===== src/rtl/core_dispatch_scheduler.sv =====
// core_dispatch_scheduler: runs one 16x16 tile at a time through the CNN or
// SNN core. It latches the allocator's route, waits for the tile, emits the
// core start pulse and the per-pixel stream enable, then collects and holds
// the selected core's result until the consumer accepts it.
// Optional feature macro: SCHED_STATS_EN (per-path completed-tile counters).
module core_dispatch_scheduler #(
    parameter int TILE_PIXELS    = 256,
    parameter int START_DELAY    = 2,
    parameter int RESULT_W       = 8,
    parameter int TIMEOUT_CYCLES = 4096
) (
    input  logic                iClk,
    input  logic                iRst,
    input  logic                iDecisionValid,
    input  logic                iRouteToCnn,
    input  logic                iTileReady,
    output logic                oCoreStart,
    output logic                oCnnValid,
    output logic                oSnnValid,
    input  logic                iCnnResValid,
    input  logic [RESULT_W-1:0] iCnnResult,
    input  logic                iSnnResValid,
    input  logic [RESULT_W-1:0] iSnnResult,
    output logic [RESULT_W-1:0] oResult,
    output logic                oResultValid,
    input  logic                iResultReady,
    output logic                oResultIsCnn,
    output logic                oBusy,
    output logic                oOverflow,
    output logic                oTimeout,
    output logic [15:0]         oCnnCount,
    output logic [15:0]         oSnnCount
);

    localparam int PIX_W = $clog2(TILE_PIXELS + 1);
    localparam int TO_W  = $clog2(TIMEOUT_CYCLES + 1);

    localparam logic [2:0] S_IDLE      = 3'd0;
    localparam logic [2:0] S_WAIT_TILE = 3'd1;
    localparam logic [2:0] S_START     = 3'd2;
    localparam logic [2:0] S_STREAM    = 3'd3;
    localparam logic [2:0] S_WAIT_RES  = 3'd4;
    localparam logic [2:0] S_HOLD      = 3'd5;

    logic [2:0]          state_q, state_d;
    logic                route_q, route_d;
    logic                pend_vld_q, pend_vld_d;
    logic                pend_route_q, pend_route_d;
    logic                tile_q, tile_d;
    logic [3:0]          dly_q, dly_d;
    logic [PIX_W-1:0]    pix_q, pix_d;
    logic [TO_W-1:0]     wait_q, wait_d;
    logic [RESULT_W-1:0] result_q, result_d;
    logic                res_cnn_q, res_cnn_d;
    logic                res_vld_q, res_vld_d;
    logic                ovf_q, ovf_d;
    logic                to_q, to_d;
    logic                tile_hit;
    logic                tile_leave;
    logic                pend_take;
    logic                res_hit;

    assign tile_hit = tile_q | iTileReady;
    assign res_hit  = route_q ? iCnnResValid : iSnnResValid;

    // Next-state logic for the tile sequencer, pending slot and result holder.
    always_comb begin
        state_d      = state_q;
        route_d      = route_q;
        pend_vld_d   = pend_vld_q;
        pend_route_d = pend_route_q;
        dly_d        = dly_q;
        pix_d        = pix_q;
        wait_d       = wait_q;
        result_d     = result_q;
        res_cnn_d    = res_cnn_q;
        res_vld_d    = res_vld_q;
        ovf_d        = 1'b0;
        to_d         = 1'b0;
        tile_leave   = 1'b0;
        pend_take    = 1'b0;

        case (state_q)
            S_IDLE: begin
                dly_d = 4'd0;
                if (iDecisionValid) begin
                    route_d = iRouteToCnn;
                    // A tile that is already waiting lets the decision pass
                    // straight through WAIT_TILE, so start follows next cycle.
                    if (tile_hit) begin
                        state_d    = S_START;
                        tile_leave = 1'b1;
                    end else begin
                        state_d = S_WAIT_TILE;
                    end
                end
            end
            S_WAIT_TILE: begin
                dly_d = 4'd0;
                if (tile_hit) begin
                    state_d    = S_START;
                    tile_leave = 1'b1;
                end
            end
            S_START: begin
                if (dly_q == 4'(START_DELAY - 1)) begin
                    state_d = S_STREAM;
                    pix_d   = '0;
                end else begin
                    dly_d = dly_q + 4'd1;
                end
            end
            S_STREAM: begin
                if (pix_q == PIX_W'(TILE_PIXELS - 1)) begin
                    state_d = S_WAIT_RES;
                    wait_d  = '0;
                end else begin
                    pix_d = pix_q + 1'b1;
                end
            end
            S_WAIT_RES: begin
                if (res_hit) begin
                    result_d  = route_q ? iCnnResult : iSnnResult;
                    res_cnn_d = route_q;
                    res_vld_d = 1'b1;
                    state_d   = S_HOLD;
                end else if (wait_q == TO_W'(TIMEOUT_CYCLES - 1)) begin
                    to_d      = 1'b1;
                    pend_take = pend_vld_q;
                    state_d   = pend_vld_q ? S_WAIT_TILE : S_IDLE;
                    if (pend_vld_q) route_d = pend_route_q;
                end else begin
                    wait_d = wait_q + 1'b1;
                end
            end
            S_HOLD: begin
                if (iResultReady) begin
                    res_vld_d = 1'b0;
                    pend_take = pend_vld_q;
                    state_d   = pend_vld_q ? S_WAIT_TILE : S_IDLE;
                    if (pend_vld_q) route_d = pend_route_q;
                end
            end
            default: state_d = S_IDLE;
        endcase

        // One-deep pending slot; a slot being drained this cycle can take
        // the new decision so nothing arriving on the HOLD exit is lost.
        if (pend_take) pend_vld_d = 1'b0;
        if (iDecisionValid && (state_q != S_IDLE)) begin
            if (!pend_vld_q || pend_take) begin
                pend_vld_d   = 1'b1;
                pend_route_d = iRouteToCnn;
            end else begin
                ovf_d = 1'b1;
            end
        end
    end

    // Tile flag remembers a ready pulse until WAIT_TILE is left.
    assign tile_d = tile_leave ? 1'b0 : tile_hit;

    // State and datapath registers.
    always_ff @(posedge iClk or negedge iRst) begin
        if (!iRst) begin
            state_q      <= S_IDLE;
            route_q      <= 1'b0;
            pend_vld_q   <= 1'b0;
            pend_route_q <= 1'b0;
            tile_q       <= 1'b0;
            dly_q        <= 4'd0;
            pix_q        <= '0;
            wait_q       <= '0;
            result_q     <= '0;
            res_cnn_q    <= 1'b0;
            res_vld_q    <= 1'b0;
            ovf_q        <= 1'b0;
            to_q         <= 1'b0;
        end else begin
            state_q      <= state_d;
            route_q      <= route_d;
            pend_vld_q   <= pend_vld_d;
            pend_route_q <= pend_route_d;
            tile_q       <= tile_d;
            dly_q        <= dly_d;
            pix_q        <= pix_d;
            wait_q       <= wait_d;
            result_q     <= result_d;
            res_cnn_q    <= res_cnn_d;
            res_vld_q    <= res_vld_d;
            ovf_q        <= ovf_d;
            to_q         <= to_d;
        end
    end

    assign oCoreStart   = (state_q == S_START) && (dly_q == 4'd0);
    assign oCnnValid    = (state_q == S_STREAM) && route_q;
    assign oSnnValid    = (state_q == S_STREAM) && !route_q;
    assign oResult      = result_q;
    assign oResultValid = res_vld_q;
    assign oResultIsCnn = res_cnn_q;
    assign oBusy        = (state_q != S_IDLE);
    assign oOverflow    = ovf_q;
    assign oTimeout     = to_q;

`ifdef SCHED_STATS_EN
    logic        accept;
    logic [15:0] cnn_cnt_q, snn_cnt_q;

    assign accept = (state_q == S_HOLD) && iResultReady;

    // Saturating per-path counters of accepted results.
    always_ff @(posedge iClk or negedge iRst) begin
        if (!iRst) begin
            cnn_cnt_q <= 16'd0;
            snn_cnt_q <= 16'd0;
        end else if (accept) begin
            if (res_cnn_q && (cnn_cnt_q != 16'hFFFF)) cnn_cnt_q <= cnn_cnt_q + 16'd1;
            if (!res_cnn_q && (snn_cnt_q != 16'hFFFF)) snn_cnt_q <= snn_cnt_q + 16'd1;
        end
    end

    assign oCnnCount = cnn_cnt_q;
    assign oSnnCount = snn_cnt_q;
`else
    assign oCnnCount = 16'd0;
    assign oSnnCount = 16'd0;
`endif

endmodule


===== config.mk =====
export PLATFORM = sky130hd
export DESIGN_NAME = core_dispatch_scheduler
export DESIGN_NICKNAME = d
export VERILOG_FILES = /design/src/rtl/core_dispatch_scheduler.sv
export SDC_FILE = /design/constraint.sdc
export NUM_CORES = 1
export LEC_CHECK = 0
export ABC_CLOCK_PERIOD_IN_PS = 2830
export CAP_MARGIN = 20
export CORE_AREA = 10 10 91 93
export CTS_BUF_LIST = sky130_fd_sc_hd__clkbuf_16
export CTS_CLUSTER_SIZE = 40
export DETAILED_ROUTE_END_ITERATION = 10
export DIE_AREA = 0 0 101 103
export GPL_ROUTABILITY_DRIVEN = 1
export PLACE_DENSITY_LB_ADDON = 0.08
export RECOVER_POWER = 25
export SLEW_MARGIN = 10
export SYNTH_ARGS = -nofsm -noshare
export SYNTH_HDL_FRONTEND = slang
export SYNTH_SLANG_ARGS = --single-unit
export TNS_END_PERCENT = 30

===== constraint.sdc =====
create_clock -name iClk -period 2.83 [get_ports iClk]
set_input_delay 0.4245 -clock iClk [delete_from_list [all_inputs] [get_ports iClk]]
set_output_delay 0.4245 -clock iClk [all_outputs]
set_load 0.01 [all_outputs]

Word level (Yosys, flattened, before mapping):

Cells that the tools add are included.

* flip-flop bits (word level): 45
* bits of input ports: 24
* output and inout bits: 48
* logic and storage cells: 107

* add/subtract/negate cells: 3
* eq/ne operators: 20
* multiplexer cells: 46
* bitwise logic cells: 1
* reduce and logical (&&, ||, !) cells: 24

Operator list (count)
* 13-bit 2-to-1 mux: 3
* 13-bit case mux with 2 select lines: 1
* 1-bit 2-to-1 mux: 23
* 2-bit != test (second input constant): 11
* 3-bit 2-to-1 mux: 7
* 9-bit 2-to-1 mux: 2
* 3-bit case mux with 6 select lines: 1
* 9-bit case mux with 2 select lines: 1
* 13-bit by 1-bit adder with 13-bit output (second input constant): 1
* 13-bit by 12-bit == test with 1-bit output (second input constant): 1
* 9-bit by 1-bit adder with 9-bit output (second input constant): 1
* 9-bit by 8-bit == test with 1-bit output (second input constant): 1
* 8-bit 2-to-1 mux: 1
* 4-bit case mux with 2 select lines: 1
* 2-bit nonzero test: 4
* 3-bit by 2-bit == test with 1-bit output (second input constant): 2
* 3-bit == test (second input constant): 2
* 1-bit case mux with 2 select lines: 3
* 2-bit AND reduction: 3
* 3-bit AND reduction: 2
* 6-bit AND reduction: 1
* 3-bit nonzero test: 2
* 5-bit AND reduction: 1
* 4-bit by 1-bit adder with 4-bit output (second input constant): 1
* other kinds (14): 18

Logic depth before layout (Yosys ltp):

* word-level depth: 7
* depth in mapped cells: 9
* gate-level depth less buffers: 9

Worst setup path before layout:

No wires, ideal clock.

* path type: reg2reg
* start point: reg pix_q[0]
* end point: reg state_q[0]
* library setup time: 128 ps
* arrival time: 2207 ps
* data required time: 2702 ps
* setup slack: 495 ps
* cell stages (with the launch flop): 9
* buffers on the path: 0
* cell sequence: dfrtp_1 > ha_1 > and3_1 > and3_1 > and3_1 > ha_1 > and4bb_2 > a2111oi_2 > mux2_1

* longest elaborated chain between the ends: 3

RTL lines
* start, declared: line 51 `logic [PIX_W-1:0] pix_q, pix_d;`
* start signal, assigned: line 186 `pix_q <= pix_d;`
* 9-bit by 8-bit == test with 1-bit output: line 114 `if (pix_q == PIX_W'(TILE_PIXELS - 1)) begin`
* 2-bit != test (no source line)
* 6-bit AND reduction (no source line)
* end signal, assigned: line 180 `state_q <= state_d;`
* end, declared: line 45 `logic [2:0] state_q, state_d;`

Every way passes these cells.
A chain may end at the register's enable or synchronous reset.

Worst setup path in the final report:

* start point: reg state_q[1]
* end point: out oCoreStart

* longest elaborated chain between the ends: 2

RTL lines
* 3-bit by 2-bit == test with 1-bit output: line 196 `assign oCoreStart = (state_q == S_START) && (dly_q == 4'd0);`
* 1-bit logical AND: line 196
* end, declared: line 17 `output logic oCoreStart,`

Every way passes these cells.

==> flow_metrics.tcl <==
set metrics [dict create \
    worst_slew_pin_slew_ns 1.45 \
    cts_tree "yes" \
    start_kind "register" \
    final_common_cell "dfrtp_1" \
    fin_area_sq_um 3340 \
    p_leak_nw 1.45 \
    first_pass_iters 4 \
    die_h_um 103 \
    ys_ff_latch 45 \
    synth_edf_count 0 \
    reg2reg_from "pix_q[0]$_DFFE_PN0P_" \
    hold_buffers 0 \
    setup_viol 0 \
    clk_pin_slew_ns 0.06 \
    diodes 0 \
    yosys.area.top_type_share_pct 39.8 \
    synth_ff_type "dfrtp_1" \
    grt_util_met1_pct 16.3 \
    grtUsageMet3_pct 3.35 \
    pwr-share-comb_pct 40.5 \
    synth_area_sq_um 2830 \
    cts_sinks 45 \
    core_sq_um 6570 \
    power.switching_mw 0.931 \
    final_nets 367 \
    dieArea_sq_um 10400 \
    netlist_instances 297 \
    grt_first_pass_wirelength_mm 10.6 \
    grtUsageMet2_pct 19.8 \
    critPathKind "register to primary output" \
    utilization_pct 50.8 \
    cp_data_required_time_ns 2.41 \
    timing.final.crit_share_pct 91.4 \
    num_rows 30 \
    start_util_pct 43.1 \
    final_cell_mix "45 x dfrtp_1, 38 x clkdlybuf4s50_1, 33 x nand2_1" \
    crit_start "state_q[1]$_DFFE_PN0P_" \
    htreeDepth 2 \
    dpl_cell_area_sq_um 3180 \
    internal-power_mw 1.72 \
    grt_pass1_vias 2135 \
    wl_per_cell_um 15.7 \
    fill_cells 619 \
    synth_cell_types 63 \
    antenna_found_initial 0 \
    rsz0062_at_grt "false" \
    crit_path_end "oCoreStart" \
    skew_ns 0.00826 \
    syn2layout_area_growth_pct 18.0 \
    place.gp.congestion 0.796 \
    via_per_inst 5.20 \
    outcome "completed" \
    insertion_delay_ns 0.28 \
    tns_ns 0 \
    portBuffers 39 \
    yosysWarnings 0 \
    hpwl_mm 5.03 \
    slew_headroom_pct 3.47 \
    r2r_cells 8 \
    num_vias 2172 \
    r2r-end "state_q[0]$_DFFE_PN0P_" \
    yosysTopAreaCell "dfrtp_1" \
    gr-usage-all-layers_pct 12.4 \
    synth.area.top_cells "dfrtp_1 40%, buf_4 8.8%, mux2i_1 5.7%" \
    max-vdd-ir-drop_uv 486 \
    ys_seq_area_share_pct 39.8 \
    slew_viol_final 0 \
    grt_max_degree 28 \
    drc 0 \
    grt.overflow.total 0 \
    grt_busiest_layer "met2" \
    drt-initial-drc-count 92 \
    syn_area_per_cell_sq_um 9.53 \
    seqCellArea_sq_um 1130 \
    pin_count 72 \
    hold_viol_final 0 \
    hp-class "input pin to asynchronous set/reset pin" \
    power_frac_seq_pct 35.1 \
    fp.dieW_um 101 \
    holdWs_ns 0.296 \
    routed_wl_mm 6.55 \
    crit_arrival_ns 2.16 \
    drive_gt1_share_pct 8.88 \
    cts_buffer_depth 2 \
    min_period_ns 2.59 \
    cts_resized 0 \
    power_density_nw_per_um2 792 \
    ant_nets 0 \
    root_buffer "clkbuf_16" \
    ys_async_sr_fraction_pct 100 \
    multi_input_area_sq_um 1500 \
    cts_buffers 5 \
    drv_cap 0 \
    rrSetupSlack_ns 0.31 \
    critPathCaptureType "primary output" \
    clkPwrFrac_pct 24.4 \
    fmax_mhz 387 \
    post_cts_buffers 0 \
    swShare_pct 35.2 \
    worstPathMaxFanout 8 \
]
[worst min path at each step]
stage	slack (ns)	cells past startpoint	startpoint	end
3_3_place_gp	0.40	1	iRst	wait_q[9]$_DFFE_PN0P_
4_1_cts	0.09	1	iRst	wait_q[9]$_DFFE_PN0P_
2_1_floorplan	0.13	0	iRst	dly_q[0]$_DFFE_PN0P_
3_5_place_dp	0.40	1	iRst	wait_q[9]$_DFFE_PN0P_
5_1_grt	0.39	1	iRst	wait_q[9]$_DFFE_PN0P_
6_report	0.30	1	iRst	wait_q[9]$_DFFE_PN0P_
[Yosys cell counts (2+ instances only)]
library cell and count:
o21ai_0 12, or4_1 3, and4_1 2, and3_1 7
buf_2 5, o31ai_1 5, a22o_1 2, clkbuf_1 5
and4_4 2, a21oi_1 15, mux2i_1 16, o21bai_1 2
o21ai_1 10, nand2b_1 2, a31oi_1 3, mux2_1 3
and2_1 2, mux2i_4 2, ha_1 6, nand2_1 33
nor3b_2 2, inv_1 6, buf_4 33, nor3_1 5
dfrtp_1 45, nor2_1 22, nand3_1 10, or3b_1 2
[cell type report]
class,instances,share of cell area [%]
well taps,80,3.00
clock buffers,5,3.75
inverters,6,0.674
multi-input cells,233,44.8
repair buffers,46,13.0
clock inverters,3,1.12
flip-flops and latches,45,33.7
[cells by family (layout without fill, tap and decap cells)]
| kind of cell | count (synthesis) | after routing | share of synthesized area (%) |
|---|---|---|---|
| AND/OR/NAND/NOR | 110 | 110 | 22.2 |
| AO/OA/AOI/OAI | 63 | 63 | 15.0 |
| buffers and inverters | 50 | 60 | 11.5 |
| flip-flops | 45 | 45 | 39.8 |
| multiplexers | 21 | 21 | 8.44 |
| adder cells (fa/ha/maj) | 6 | 6 | 2.65 |
| other | 1 | 32 | 0.132 |
| XOR/XNOR | 1 | 1 | 0.310 |
[flip-flops by register name, summed over array words and instances, names as in the netlist]
signal and cells:
wait_q 13, pix_q 9, oResult 8, dly_q 4
state_q 3, oOverflow 1, oResultIsCnn 1, oResultValid 1
oTimeout 1, pend_route_q 1, pend_vld_q 1, route_q 1
tile_q 1
[layer usage]
metal / part of all wire [%] / vias to the layer above
li1: - / 1077
met1: 45 / 1038
met2: 48 / 50
met3: 6.2 / 7
met4: 0.90 / 0
met5: 0 / -
[metrics by stage]
stage	worst slack [ns]	instances	total power, mW
floorplan	0.495	328	1.66
global placement	0.405	410	2.00
detailed placement	0.317	410	2.02
CTS	0.224	418	2.69
global route	0.125	418	2.84
finish	0.244	418	2.65
[worst max-delay path, cell delays in order (launching register included)]
cell and delay, ns:
dfrtp_1 0.51, or3b_4 0.48, nor4b_1 0.28, clkdlybuf4s50_1 0.60
[power by group through the flow]
stage	Combinational [mW]	Sequential, mW	Clock [mW]
after floorplan	0.751	0.909	0
after global placement	1.07	0.931	0
after detailed placement	1.08	0.940	0
after CTS	1.09	0.930	0.663
after global routing	1.19	0.959	0.685
final	1.07	0.929	0.645
Power figures use the tool's default switching activity.
